[config.mk]
export PLATFORM = sky130hd
export DESIGN_NAME = icache_mem_burst_ctrl
export DESIGN_NICKNAME = d
export VERILOG_FILES = /design/src/rtl/icache_mem_burst_ctrl.sv
export SDC_FILE = /design/constraint.sdc
export NUM_CORES = 1
export LEC_CHECK = 0
export ABC_AREA = 1
export BUFFER_PORTS_ARGS = -buffer_cell sky130_fd_sc_hd__buf_2
export CORE_MARGIN = 2
export CORE_UTILIZATION = 45
export DETAILED_ROUTE_END_ITERATION = 8
export HOLD_SLACK_MARGIN = 0.12
export PLACE_DENSITY = 0.72
export SYNTH_ARGS = -nofsm -noshare
export SYNTH_HDL_FRONTEND = slang
export SYNTH_SLANG_ARGS = --single-unit
[constraint.sdc]
create_clock -name clk -period 1.9 [get_ports clk]
set_clock_uncertainty 0.1 [all_clocks]
set_input_delay 0.38 -clock clk [delete_from_list [all_inputs] [get_ports clk]]
set_output_delay 0.38 -clock clk [all_outputs]
set_load 0.02 [all_outputs]
[src/rtl/icache_mem_burst_ctrl.sv]
// icache_mem_burst_ctrl
// Turns a single-cycle burst request into back-to-back reads of a fixed-latency
// backing memory, then streams the returned words out as beats with a last flag.
// Optional build macro: ICACHE_MEM_STATS_EN adds saturating burst/beat counters.
module icache_mem_burst_ctrl #(
    parameter int unsigned ADDR_WIDTH   = 32,
    parameter int unsigned DATA_WIDTH   = 32,
    parameter int unsigned MAX_BURST    = 8,
    parameter int unsigned READ_LATENCY = 1
) (
    input  logic                         clk,
    input  logic                         rst,
    input  logic                         mem_req,
    input  logic [ADDR_WIDTH-1:0]        mem_addr,
    input  logic [$clog2(MAX_BURST):0]   mem_burst_len,
    output logic                         mem_ready,
    output logic                         mem_valid,
    output logic [DATA_WIDTH-1:0]        mem_data,
    output logic                         mem_last,
    output logic                         rd_en,
    output logic [ADDR_WIDTH-1:0]        rd_addr,
    input  logic [DATA_WIDTH-1:0]        rd_data
`ifdef ICACHE_MEM_STATS_EN
    ,
    output logic [31:0]                  stat_bursts,
    output logic [31:0]                  stat_beats
`endif
);

    localparam int unsigned STRIDE = DATA_WIDTH / 8;
    localparam int unsigned LEN_W  = $clog2(MAX_BURST) + 1;
    localparam int unsigned CNT_W  = LEN_W + 1;

    typedef enum logic [1:0] {
        S_IDLE,
        S_ISSUE,
        S_DRAIN
    } state_t;

    state_t                  r_state;
    logic                    r_mem_ready;
    logic                    r_mem_valid;
    logic                    r_mem_last;
    logic [DATA_WIDTH-1:0]   r_mem_data;
    logic                    r_rd_en;
    logic [ADDR_WIDTH-1:0]   r_rd_addr;
    logic [CNT_W-1:0]        r_beats;
    logic [CNT_W-1:0]        r_issued;
    logic [CNT_W-1:0]        r_returned;
    logic [READ_LATENCY-1:0] r_pipe;

    logic [CNT_W-1:0]        w_len_p1;
    logic [CNT_W-1:0]        w_req_beats;
    logic [ADDR_WIDTH-1:0]   w_base;
    logic                    w_ret;

    // Clamp the requested length, word-align the base, and find returning reads.
    always_comb begin
        w_len_p1    = CNT_W'(mem_burst_len) + CNT_W'(1);
        w_req_beats = (w_len_p1 > CNT_W'(MAX_BURST)) ? CNT_W'(MAX_BURST) : w_len_p1;
        w_base      = mem_addr & ~ADDR_WIDTH'(STRIDE - 1);
        w_ret       = r_pipe[READ_LATENCY-1];
    end

    // Burst FSM: issue reads, track them through the latency pipe, emit beats.
    always_ff @(posedge clk) begin
        if (rst) begin
            r_state     <= S_IDLE;
            r_mem_ready <= 1'b1;
            r_mem_valid <= 1'b0;
            r_mem_last  <= 1'b0;
            r_mem_data  <= '0;
            r_rd_en     <= 1'b0;
            r_rd_addr   <= '0;
            r_beats     <= '0;
            r_issued    <= '0;
            r_returned  <= '0;
            r_pipe      <= '0;
        end else begin
            // A bit enters the pipe with each rd_en; the MSB marks rd_data as ours.
            r_pipe      <= (r_pipe << 1) | READ_LATENCY'(r_rd_en);
            r_mem_valid <= w_ret;
            if (w_ret) begin
                r_mem_data <= rd_data;
                r_mem_last <= (r_returned == (r_beats - CNT_W'(1)));
                r_returned <= r_returned + CNT_W'(1);
            end else begin
                r_mem_last <= 1'b0;
            end

            case (r_state)
                S_IDLE: begin
                    if (mem_req) begin
                        r_state     <= S_ISSUE;
                        r_mem_ready <= 1'b0;
                        r_beats     <= w_req_beats;
                        r_rd_en     <= 1'b1;
                        r_rd_addr   <= w_base;
                        r_issued    <= CNT_W'(1);
                        r_returned  <= '0;
                    end
                end
                S_ISSUE: begin
                    if (r_issued < r_beats) begin
                        r_rd_en   <= 1'b1;
                        r_rd_addr <= r_rd_addr + ADDR_WIDTH'(STRIDE);
                        r_issued  <= r_issued + CNT_W'(1);
                    end else begin
                        r_rd_en   <= 1'b0;
                        r_rd_addr <= '0;
                        r_state   <= S_DRAIN;
                    end
                end
                S_DRAIN: begin
                    if (r_mem_last) begin
                        r_state     <= S_IDLE;
                        r_mem_ready <= 1'b1;
                    end
                end
                default: begin
                    r_state     <= S_IDLE;
                    r_mem_ready <= 1'b1;
                end
            endcase
        end
    end

`ifdef ICACHE_MEM_STATS_EN
    logic [31:0] r_stat_bursts;
    logic [31:0] r_stat_beats;

    // Saturating counters of delivered beats and completed bursts.
    always_ff @(posedge clk) begin
        if (rst) begin
            r_stat_bursts <= '0;
            r_stat_beats  <= '0;
        end else begin
            if (r_mem_valid && (r_stat_beats != '1)) begin
                r_stat_beats <= r_stat_beats + 32'd1;
            end
            if (r_mem_valid && r_mem_last && (r_stat_bursts != '1)) begin
                r_stat_bursts <= r_stat_bursts + 32'd1;
            end
        end
    end

    assign stat_bursts = r_stat_bursts;
    assign stat_beats  = r_stat_beats;
`endif

    assign mem_ready = r_mem_ready;
    assign mem_valid = r_mem_valid;
    assign mem_data  = r_mem_data;
    assign mem_last  = r_mem_last;
    assign rd_en     = r_rd_en;
    assign rd_addr   = r_rd_addr;

endmodule

# After elaboration in Yosys (flattened, before gate mapping)
# Index checks and enable logic that the tools add are counted.
# op_classes
addsub	5
n_lt_le_gt_ge	2
n_eq_ne	7
muxes	20
n_bitwise	2
n_reduce_logical	8
# op_table
operator	count
32-bit two-way mux	2
32-bit one-hot mux with 2 select lines	1
32-bit by 3-bit adder with 32-bit output (second input constant)	1
5-bit two-way mux	6
5-bit by 1-bit adder with 5-bit output (second input constant)	2
5-bit one-hot mux with 2 select lines	1
3-bit AND reduction	3
2-bit != test (second input constant)	4
2-bit two-way mux	3
2-bit one-hot mux with 3 select lines	1
4-bit by 1-bit adder with 5-bit output (second input constant)	1
5-bit equality test	1
5-bit by 4-bit > comparator with 1-bit output (second input constant)	1
5-bit less-than comparator	1
5-bit by 1-bit subtractor with 5-bit output (second input constant)	1
1-bit two-way mux	4
2-bit AND reduction	2
1-bit one-hot mux with 3 select lines	1
2-bit by 1-bit equality test with 1-bit output (second input constant)	1
2-bit equality test (second input constant)	1
2-bit zero test	1
1-bit inverter	2
1-bit one-hot mux with 2 select lines	1
2-bit nonzero test	1
2-bit OR reduction	1
# totals
reg_bits	86
input_bits	71
out_inout_bits	68
wordCells	55

# Depth between registers and ports, before layout
# Gate-level depths: netlist (run 1).
# logic_depth
word_depth	4
mapped_depth	10
mapped_depth_nobuf	10

# Least setup slack after synthesis (run 1)
# No wires, ideal clock.
# synth_path
kind	register to register
startpoint	register r_beats[2]
endpoint	register r_rd_addr[31] (netlist: rd_addr[31])
setup_ns	0.066
t_arrival_ns	1.578
t_required_ns	1.734
path_slack_ns	0.156
stages_incl_launch_ff	11
path_buffers	1
synth_period_minus_slack_ns	1.744
cell_sequence	dfxtp_1 inv_1 ha_1 nand2_1 inv_1 o21ai_1 nand3b_4 clkinv_4 buf_12 nand3_2 a21oi_2
# synth_between
elab_chain_cells	3
# synth_lines
item	line	text
start: declaration	47	logic [CNT_W-1:0] r_beats;
start signal: assignment	96	r_beats <= w_req_beats;
5-bit less-than comparator	104	if (r_issued < r_beats) begin
32-bit two-way mux	104	
32-bit one-hot mux with 2 select lines	91	case (r_state)
end signal: assignment	98	r_rd_addr <= w_base;
end signal: assignment	106	r_rd_addr <= r_rd_addr + ADDR_WIDTH'(STRIDE);
end: declaration	46	logic [ADDR_WIDTH-1:0] r_rd_addr;
# No other way between the ends.
# A chain may end at the register's enable or synchronous reset.

# Worst setup path after layout (run 1)
# layout_path
startpoint	register r_beats[3]
endpoint	register r_rd_addr[26] (netlist: rd_addr[26])
# Same word-level chain as after synthesis.

==> impl_results.md, run 1 <==
* Status: complete, no violations
* Fmax at 558 MHz
* First-pass GRT wire length at 20,700 µm
* GR Overflow Total at 0
* # DRC at 0
* Post-Synth XOR/XNOR Area at 2.73%
* Die ar. at 10,800 µm²
* Critical Path Fanout Max at 7
* Total GRT Usage at 22.9%
* Via count at 4,742
* Most common cell after layout, fill and taps aside: buf_2
* YS warnings at 0
* H-tree depth at 3
* Largest cells by area after synthesis: dfxtp_1 (37%), o21ai_0 (11%), nor2_1 (10%), nand2_1 (7.9%), a21oi_2 (3.9%)
* Crit path capture type: flop
* CTS Sinks at 84
* Simple-gate area share of the yosys netlist at 30.7%
* Ports at 139
* Routed Antenna Nets at 0
* Placer congestion estimate at 0.882
* Syn Std Cell Area at 4490 µm²
* Sequential area share after synthesis at 37.5%
* CP arrival at 2000 ps
* Worst setup path category: reg -> reg
* Fraction of layout cells with a size suffix above 1 at 29.6%
* Inserted Diodes at 0
* Routed WL per cell at 13.6 µm
* Clock tree root buffer cell: clkbuf_8
* Sequential cell area at 1690 µm²
* Final Hold Viols at 0
* CTS buffer count at 9
* Compound-cell area share of the yosys netlist at 19.1%
* Endpoints failing setup at 0
* Post-synthesis cell count at 635
* Via/cell ratio at 5.12
* Top cell type's share of synthesized area at 37.5%
* Vias in the first global route at 4,644
* Commonest cells after routing, fill and taps aside: buf_2 (134), nor2_1 (122), o21ai_0 (102), nand2_1 (95), dfxtp_1 (81)
* Longest Clk Path Bufs at 2
* DRT Pass-1 Iters at 5
* Final net count at 868
* Initial Util at 46.1%
* Leak Pwr at 0.00252 µW
* RSZ-0062 raised after global routing: yes
* Rows at 36
* Post-route clock period utilization at 94.3%
* Number of unique standard cell types used by synthesis at 38
* Post-synth EDFFs at 0
* Area grow syn2layout at 29.4%
* Crit path time final at 1790 ps
* Ys async rst share at 0%
* Worst hold path class: in -> reg
* Tot Pwr at 4800 µW
* DP HPWL at 8630 µm
* #FFs+latches synth at 84
* Pwr dens at 827 nW/µm²
* Filler Cells Inserted at 901
* Max IR drop VDD at 0.000525 V
* Clk_lat worst skew at 370 ps
* Synth Flop Type: dfxtp_1
* Cell Count, Final, Fillers Out at 926
* Largest net degree at the start of global routing at 44
* Fin. max-slew vios at 0
* Clock transition at path regs at 90 ps
* Synth Area in Adders at 2.51%
* CP Launch Type: flop
* Core ar. at 9730 µm²
* MaxCap Viol Count at 0
* Post-Synthesis Mean Instance Area at 7.06 µm²
* Die height at 104 µm
* DP Cell Count at 888
* Largest family of logic cells by synthesized area: simple AND/OR/NAND/NOR gates
* Mux cell area share after synthesis at 0%
* WL final at 12,600 µm
* Port bufs at 134
* TritonCTS clock tree: built
* CP required at 2110 ps
* Detailed Route Iter0 Violations at 188
* Multi-input gate area at 2520 µm²
* Die Wd at 104 µm
* Top cell type by total area after synthesis: dfxtp_1
* Initial antenna violation count at 0
-- metrics by stage --
stage	hold slack (ps)	worst slack [ps]	TNS (ps)	cell area [µm²]	util (%)
6_report	132	109	0	5810	59.7
5_1_grt	127	-36.3	-90.6	5810	59.7
4_1_cts	123	8.50	0	5740	59.0
3_5_place_dp	336	7.39	0	5290	54.4
3_3_place_gp	325	54.4	0	5290	54.4
2_1_floorplan	349	156	0	4490	-
-- where the power goes --
group,internal (µW),leakage [µW],switching [µW],total (µW)
Clock,763,0.000116,719,1480
Combinational,435,0.00171,754,1190
Sequential,1940,0.000691,188,2130
-- routing by layer --
metal / global-route usage [%] / wire [µm] / vias up
met4: 8.78 / 274 / 0
met1: 25.8 / 5220 / 2150
li1: - / - / 2390
met5: 0 / 0 / -
met2: 41.5 / 6290 / 173
met3: 5.66 / 804 / 29
-- state kept, by name, summed over array words and instances (netlist names), 2 cells and up --
name and cells:
rd_addr 30, r_beats 5, r_state 2, mem_data 32, r_returned 5, r_issued 5
-- cell usage after synthesis, types with 4 or more instances --
| master | number |
|---|---|
| xor2_1 | 5 |
| nor2_1 | 123 |
| o21ai_0 | 103 |
| a21oi_1 | 19 |
| or2_2 | 4 |
| nor2_4 | 4 |
| inv_1 | 45 |
| nand2_1 | 95 |
| dfxtp_1 | 84 |
| nand2_2 | 4 |
| ha_1 | 9 |
| o211ai_1 | 4 |
| nand3_1 | 26 |
| xnor2_1 | 9 |
| nor3_1 | 5 |
| nor2_2 | 7 |
| nand3_2 | 15 |
| clkbuf_1 | 21 |
| nand4_1 | 8 |
| a21oi_2 | 20 |
-- worst paths after layout --
check | startpoint | to | slack, ps | depth (start not counted)
worst max-delay path | r_beats[3] | rd_addr[26] | 110 | 10
worst max register to register | r_beats[3] | rd_addr[26] | 110 | 10
worst min-delay path | rd_data[15] | mem_data[15] | 130 | 3
worst min register to register | rd_en | r_pipe | 350 | 2
-- repair_timing --
| item | CTS | global route |
|---|---|---|
| hold buffers | 22 | 0 |
| setup buffers | 0 | 0 |
| setup endpoints to repair | 0 | 31 |
| endpoints found under the hold margin | 22 | 0 |
| resized for setup | 0 | 18 |
-- area by class of cell --
class                           count  share of cell area, %
Multi-Input combinational cell    474                   43.4
Tap cell                          133                   2.87
Clock inverter                      7                   1.83
Sequential cell                    84                   29.0
Inverter                           51                   3.58
Timing Repair Buffer              168                   17.2
Clock buffer                        9                   2.13
-- cell families after synthesis --
group / Yosys count
DFF: 84
other: 1
xor gates and xnor gates: 14
AOI/OAI and AO/OA: 152
buffers and inverters: 78
and+or+nand+nor: 297
adders and majority gates: 9
-- critical path, stage by stage, from the launching register on --
cell	delay, ps
dfxtp_2	350
inv_1	70
ha_1	290
nand2_1	70
inv_1	60
nand4_1	160
nand3b_4	160
buf_6	190
a21oi_2	100
nand2_1	60
a21oi_1	110
Power figures use the tool's default switching activity.
==> run 2, diff against run 1 <==
--- a/config.mk
+++ b/config.mk
@@ -7,11 +7,11 @@
 export LEC_CHECK = 0
 export ABC_AREA = 1
 export BUFFER_PORTS_ARGS = -buffer_cell sky130_fd_sc_hd__buf_2
+export CORE_ASPECT_RATIO = 0.75
 export CORE_MARGIN = 2
-export CORE_UTILIZATION = 45
+export CORE_UTILIZATION = 35
 export DETAILED_ROUTE_END_ITERATION = 8
-export HOLD_SLACK_MARGIN = 0.12
-export PLACE_DENSITY = 0.72
+export HOLD_SLACK_MARGIN = 0.03
 export SYNTH_ARGS = -nofsm -noshare
 export SYNTH_HDL_FRONTEND = slang
 export SYNTH_SLANG_ARGS = --single-unit
==> impl_results.md, run 2 (synthesis gave the netlist of run 1 again) <==
* Pre-CTS WS at -9.38 ps
* Worst hold path class: in -> reg
* RSZ-0062 raised after global routing: no
* Die height at 102 µm
* Via/cell ratio at 4.92
* Max stage delay cell, worst path: dfxtp_2
* DP Cell Count at 919
* Finished Cell Area at 5750 µm²
* Clock transition at path regs at 70 ps
* Area grow syn2layout at 28.3%
* Total GRT Usage at 19.3%
* # DRC at 0
* WL final at 13,200 µm
* Cts hold-fix bufs at 0
* Critical Path Start: r_issued[2]
* Slack of the critical path at 102 ps
* Met3 Track Usage GR at 6.20%
* Status: complete, no violations
* Crit path capture type: flop
* Most common cell after layout, fill and taps aside: buf_2
* H-tree depth at 3
* Port bufs at 134
* Pwr dens at 899 nW/µm²
* Fmax at 556 MHz
* Clk_lat worst skew at 340 ps
* Crit path time final at 1800 ps
* Largest net degree at the start of global routing at 34
* Core ar. at 12,400 µm²
* Routed WL per cell at 14.0 µm
* Area after DPL at 5320 µm²
* CP Launch Type: flop
* GR Overflow Total at 0
* Placer congestion estimate at 0.931
* Grt met1 use at 25.8%
* Filler Cells Inserted at 1,243
* Largest register FFs at 32
* CP required at 2070 ps
* FF-to-FF Start: r_issued[2]
* Reg2Reg Depth at 9
* GRT met2 Usage at 30.3%
* Vias in the first global route at 4,279
* Leak Pwr at 0.00248 µW
* Final Hold Viols at 0
* Clock tree root buffer cell: clkbuf_16
* Worst Setup EP: rd_addr[26]
* Endpoints failing setup at 0
* Delay-heaviest family, CP: compound AO/OA/AOI/OAI gates
* Count of buffer and inverter cells on the critical path at 2
* DP HPWL at 9420 µm
* Ports at 139
* Initial Util at 36.2%
* MaxCap Viol Count at 0
* Tot Pwr at 5170 µW
* Reg-to-reg endpoint: rd_addr[26]
* Worst setup path category: reg -> reg
* Crit path cell chain: ha_4 -> nand2_1 -> inv_1 -> o21ai_2 -> nand3b_4 -> buf_8 -> a21oi_2 -> nand2_1 -> a21oi_2
* Rows at 35
* Post-route clock period utilization at 94.7%
* R2R Setup Slk at 100 ps
* CTS Sinks at 84
* Via count at 4,614
* Longest Clk Path Bufs at 2
* Cell Count, Final, Fillers Out at 938
* Max IR drop VDD at 0.000521 V
* Detailed Route Iter0 Violations at 260
* Critical Path Fanout Max at 7
* CP peak stage delay at 400 ps
* Fraction of layout cells with a size suffix above 1 at 31.1%
* CTS buffer count at 9
* CP Depth at 9
* Initial antenna violation count at 0
* Die Wd at 135 µm
* CP arrival at 1970 ps
* DRT Pass-1 Iters at 5
* TritonCTS clock tree: built
* Routed Antenna Nets at 0
* Fin. max-slew vios at 0
* Gr busiest metal: met2
* Commonest cells after routing, fill and taps aside: buf_2 (134), nor2_1 (123), o21ai_0 (103), nand2_1 (95), dfxtp_1 (80)
* Die ar. at 13,700 µm²
* Inserted Diodes at 0
* Final net count at 847
* First-pass GRT wire length at 21,200 µm
run 2: cell count changes in the layout (fill, tap and decap cells not counted), moves of 3 or more:
cell | previous run | this run
inv_1 | 44 | 41
clkbuf_8 | 9 | 1
clkbuf_16 | 0 | 9
dlygate4sd3_1 | 22 | 0
inv_2 | 3 | 7
run 2: final cells by class:
| cell class | instances | area (µm²) | share of cell area [%] |
|---|---|---|---|
| sequential | 84 | 1690 | 29.3 |
| clock inverter | 5 | 67.6 | 1.17 |
| tap | 166 | 208 | 3.61 |
| clock buffer | 11 | 243 | 4.22 |
| inverter | 51 | 205 | 3.57 |
| timing repair buffer | 146 | 806 | 14.0 |
| multi-input combinational | 474 | 2530 | 43.9 |
| timing repair inverter | 1 | 11.3 | 0.196 |
run 2: metal layers:
layer	part of all wire, %	vias to the layer above
met5	0	-
met2	43	163
met1	48	2092
li1	-	2349
met3	8.3	10
met4	0.80	0
run 2: through the flow:
stage / hold WS (ps) / utilization [%] / TNS (ps)
floorplan: 349 / - / 0
global placement: 355 / 42.9 / 0
detailed placement: 365 / 42.9 / -16.7
CTS: 151 / 45.5 / 0
global route: 160 / 46.4 / 0
finish: 161 / 46.4 / 0
run 2: where the power goes:
group / leakage [µW] / total, µW / switching (µW) / internal [µW]
registers: 0.000692 / 2130 / 192 / 1940
clock network: 0.000153 / 1850 / 772 / 1080
logic: 0.00164 / 1190 / 765 / 425
run 2: worst register-to-register path: cells and delay by family, from the launching register on:
kind	cells	cell delay, ps
buf+inv	2	240
compound gates	3	450
fa+ha+maj	1	220
flops	1	400
simple gates	3	320
run 2: what timing repair did:
item	CTS	global route
setup buffers	0	2
gates resized for setup	1	21
cloned	0	1
setup endpoints to repair	18	32
pin swaps	0	7
run 2: worst min-delay path by stage:
stage / from / slack (ps) / to / depth (start not counted)
2_1_floorplan: r_beats[4] / 350 / r_beats[4] / 2
3_5_place_dp: rd_en / 370 / r_pipe / 2
6_report: rd_data[14] / 160 / mem_data[14] / 3
3_3_place_gp: rd_en / 360 / r_pipe / 2
5_1_grt: rd_data[12] / 160 / mem_data[12] / 3
4_1_cts: rd_data[14] / 150 / mem_data[14] / 3
==> run 3, diff against run 2 <==
--- a/config.mk
+++ b/config.mk
@@ -6,7 +6,7 @@
 export NUM_CORES = 1
 export LEC_CHECK = 0
 export ABC_AREA = 1
-export BUFFER_PORTS_ARGS = -buffer_cell sky130_fd_sc_hd__buf_2
+export BUFFER_PORTS_ARGS = -buffer_cell sky130_fd_sc_hd__buf_4
 export CORE_ASPECT_RATIO = 0.75
 export CORE_MARGIN = 2
 export CORE_UTILIZATION = 35
==> impl_results.md, run 3 (synthesis gave the netlist of run 1 again) <==
* Inserted Diodes at 0
* Multi-input gate area at 2520 µm²
* Grt met1 use at 25.7%
* Reg2Reg Depth at 9
* GRT met2 Usage at 29.9%
* Ports at 139
* DP HPWL at 9750 µm
* Core ar. at 12,400 µm²
* Port bufs at 134
* Pwr dens at 843 nW/µm²
* Reg-to-reg endpoint: rd_addr[26]
* Crit path capture type: flop
* H-tree depth at 3
* Post-route clock period utilization at 93.7%
* Clock tree root buffer cell: clkbuf_16
* Fmax at 562 MHz
* Largest net degree at the start of global routing at 44
* Min-Delay Path Depth at 3
* CTS Sinks at 84
* Die Wd at 135 µm
* MaxCap Viol Count at 0
* Crit path time final at 1780 ps
* Clk_lat worst skew at 340 ps
* Status: complete, no violations
* Largest register FFs at 32
* Headroom to the max-slew limit at 67.3%
* Routed WL per cell at 14.2 µm
* Vias in the first global route at 4,359
* Worst slew pin tran at 486 ps
* Fin. max-slew vios at 0
* Final Hold Viols at 0
* CTS buffer count at 9
* First-pass GRT wire length at 21,400 µm
* Rows at 35
* DP Cell Count at 925
* Routed Antenna Nets at 0
* Area grow syn2layout at 34.3%
* CP arrival at 1950 ps
* Placer congestion estimate at 0.877
* Gr busiest metal: met2
* Leak Pwr at 0.00252 µW
* CP required at 2070 ps
* Initial Util at 36.2%
* Fraction of layout cells with a size suffix above 1 at 30.3%
* HP Start: rd_data[0]
* Total GRT Usage at 19.4%
* CP Launch Type: flop
* Most common cell after layout, fill and taps aside: buf_4
* WL final at 13,400 µm
* FF-to-FF Start: r_beats[4]
* Detailed Route Iter0 Violations at 217
* GR Overflow Total at 0
* Sequential cell area at 1680 µm²
* DRT Pass-1 Iters at 5
* Worst hold path class: in -> reg
* Commonest cells after routing, fill and taps aside: buf_4 (149), nor2_1 (123), o21ai_0 (103), nand2_1 (95), dfxtp_1 (83)
* Hold Path Sink: mem_data[0]
* Met3 Track Usage GR at 6.70%
* Critical Path Fanout Max at 8
* Filler Cells Inserted at 1,231
* Max IR drop VDD at 0.000436 V
* Min Hold Slack at 162 ps
* R2R Setup Slk at 120 ps
* Clock transition at path regs at 60 ps
* Endpoints failing setup at 0
* Cell Count, Final, Fillers Out at 941
* Die height at 102 µm
* # DRC at 0
* Via count at 4,646
* Die ar. at 13,700 µm²
* Final net count at 851
* TritonCTS clock tree: built
* Worst setup path category: reg -> reg
* Via/cell ratio at 4.94
* Longest Clk Path Bufs at 2
* Initial antenna violation count at 0
-- run 3: worst max path at each step --
| stage | from | endpoint | cells past startpoint |
|---|---|---|---|
| 2_1_floorplan | r_beats[2] | rd_addr[31] | 10 |
| 3_3_place_gp | r_beats[2] | rd_addr[16] | 9 |
| 3_5_place_dp | r_beats[2] | rd_addr[11] | 9 |
| 4_1_cts | r_beats[4] | rd_addr[11] | 8 |
| 5_1_grt | rd_addr[2] | rd_addr[20] | 9 |
| 6_report | r_beats[4] | rd_addr[26] | 9 |
-- run 3: critical path, stage by stage (launching register included) --
cell and delay (ps):
dfxtp_2 340, inv_1 50, ha_1 310, a21oi_2 170, nand2_1 60, nand3b_4 210
buf_6 180, a21oi_1 110, nand2_1 60, a21oi_1 120
-- run 3: metal layers --
layer	share of wire [%]	vias to the layer above
met2	43	159
met1	47	2122
met3	8.8	12
met5	0	-
met4	1.2	0
li1	-	2353
-- run 3: report_power, final --
group	internal, µW	leakage (µW)	switching (µW)	total, µW
logic	539	0.00171	775	1310
clock network	884	0.000117	747	1630
registers	1940	0.000691	191	2130
total	3360	0.00252	1710	5080
-- run 3: final cells by class --
| class | count | share of cell area (%) |
|---|---|---|
| Inverter | 51 | 3.32 |
| Clock inverter | 5 | 0.644 |
| Timing Repair Buffer | 151 | 19.1 |
| Multi-Input combinational cell | 474 | 41.8 |
| Sequential cell | 84 | 27.9 |
| Clock buffer | 10 | 3.80 |
| Tap cell | 166 | 3.45 |
-- run 3: metrics by stage --
step	setup TNS (ps)	instance area, µm²	power, µW	worst slack (ps)	util [%]
floorplan	0	4490	2900	156	-
global placement	0	5700	3430	64.0	46.0
detailed placement	-10.0	5700	3470	-8.79	46.0
CTS	0	5970	5110	34.6	48.2
global route	-11.7	6030	5350	-11.7	48.6
finish	0	6030	5080	120	48.6
-- run 3: what timing repair did --
item	in CTS	in global routing
buffers inserted	0	1
resized for setup	1	12
pin swaps	0	2
hold buffers	0	0
endpoints found under the setup margin	4	27
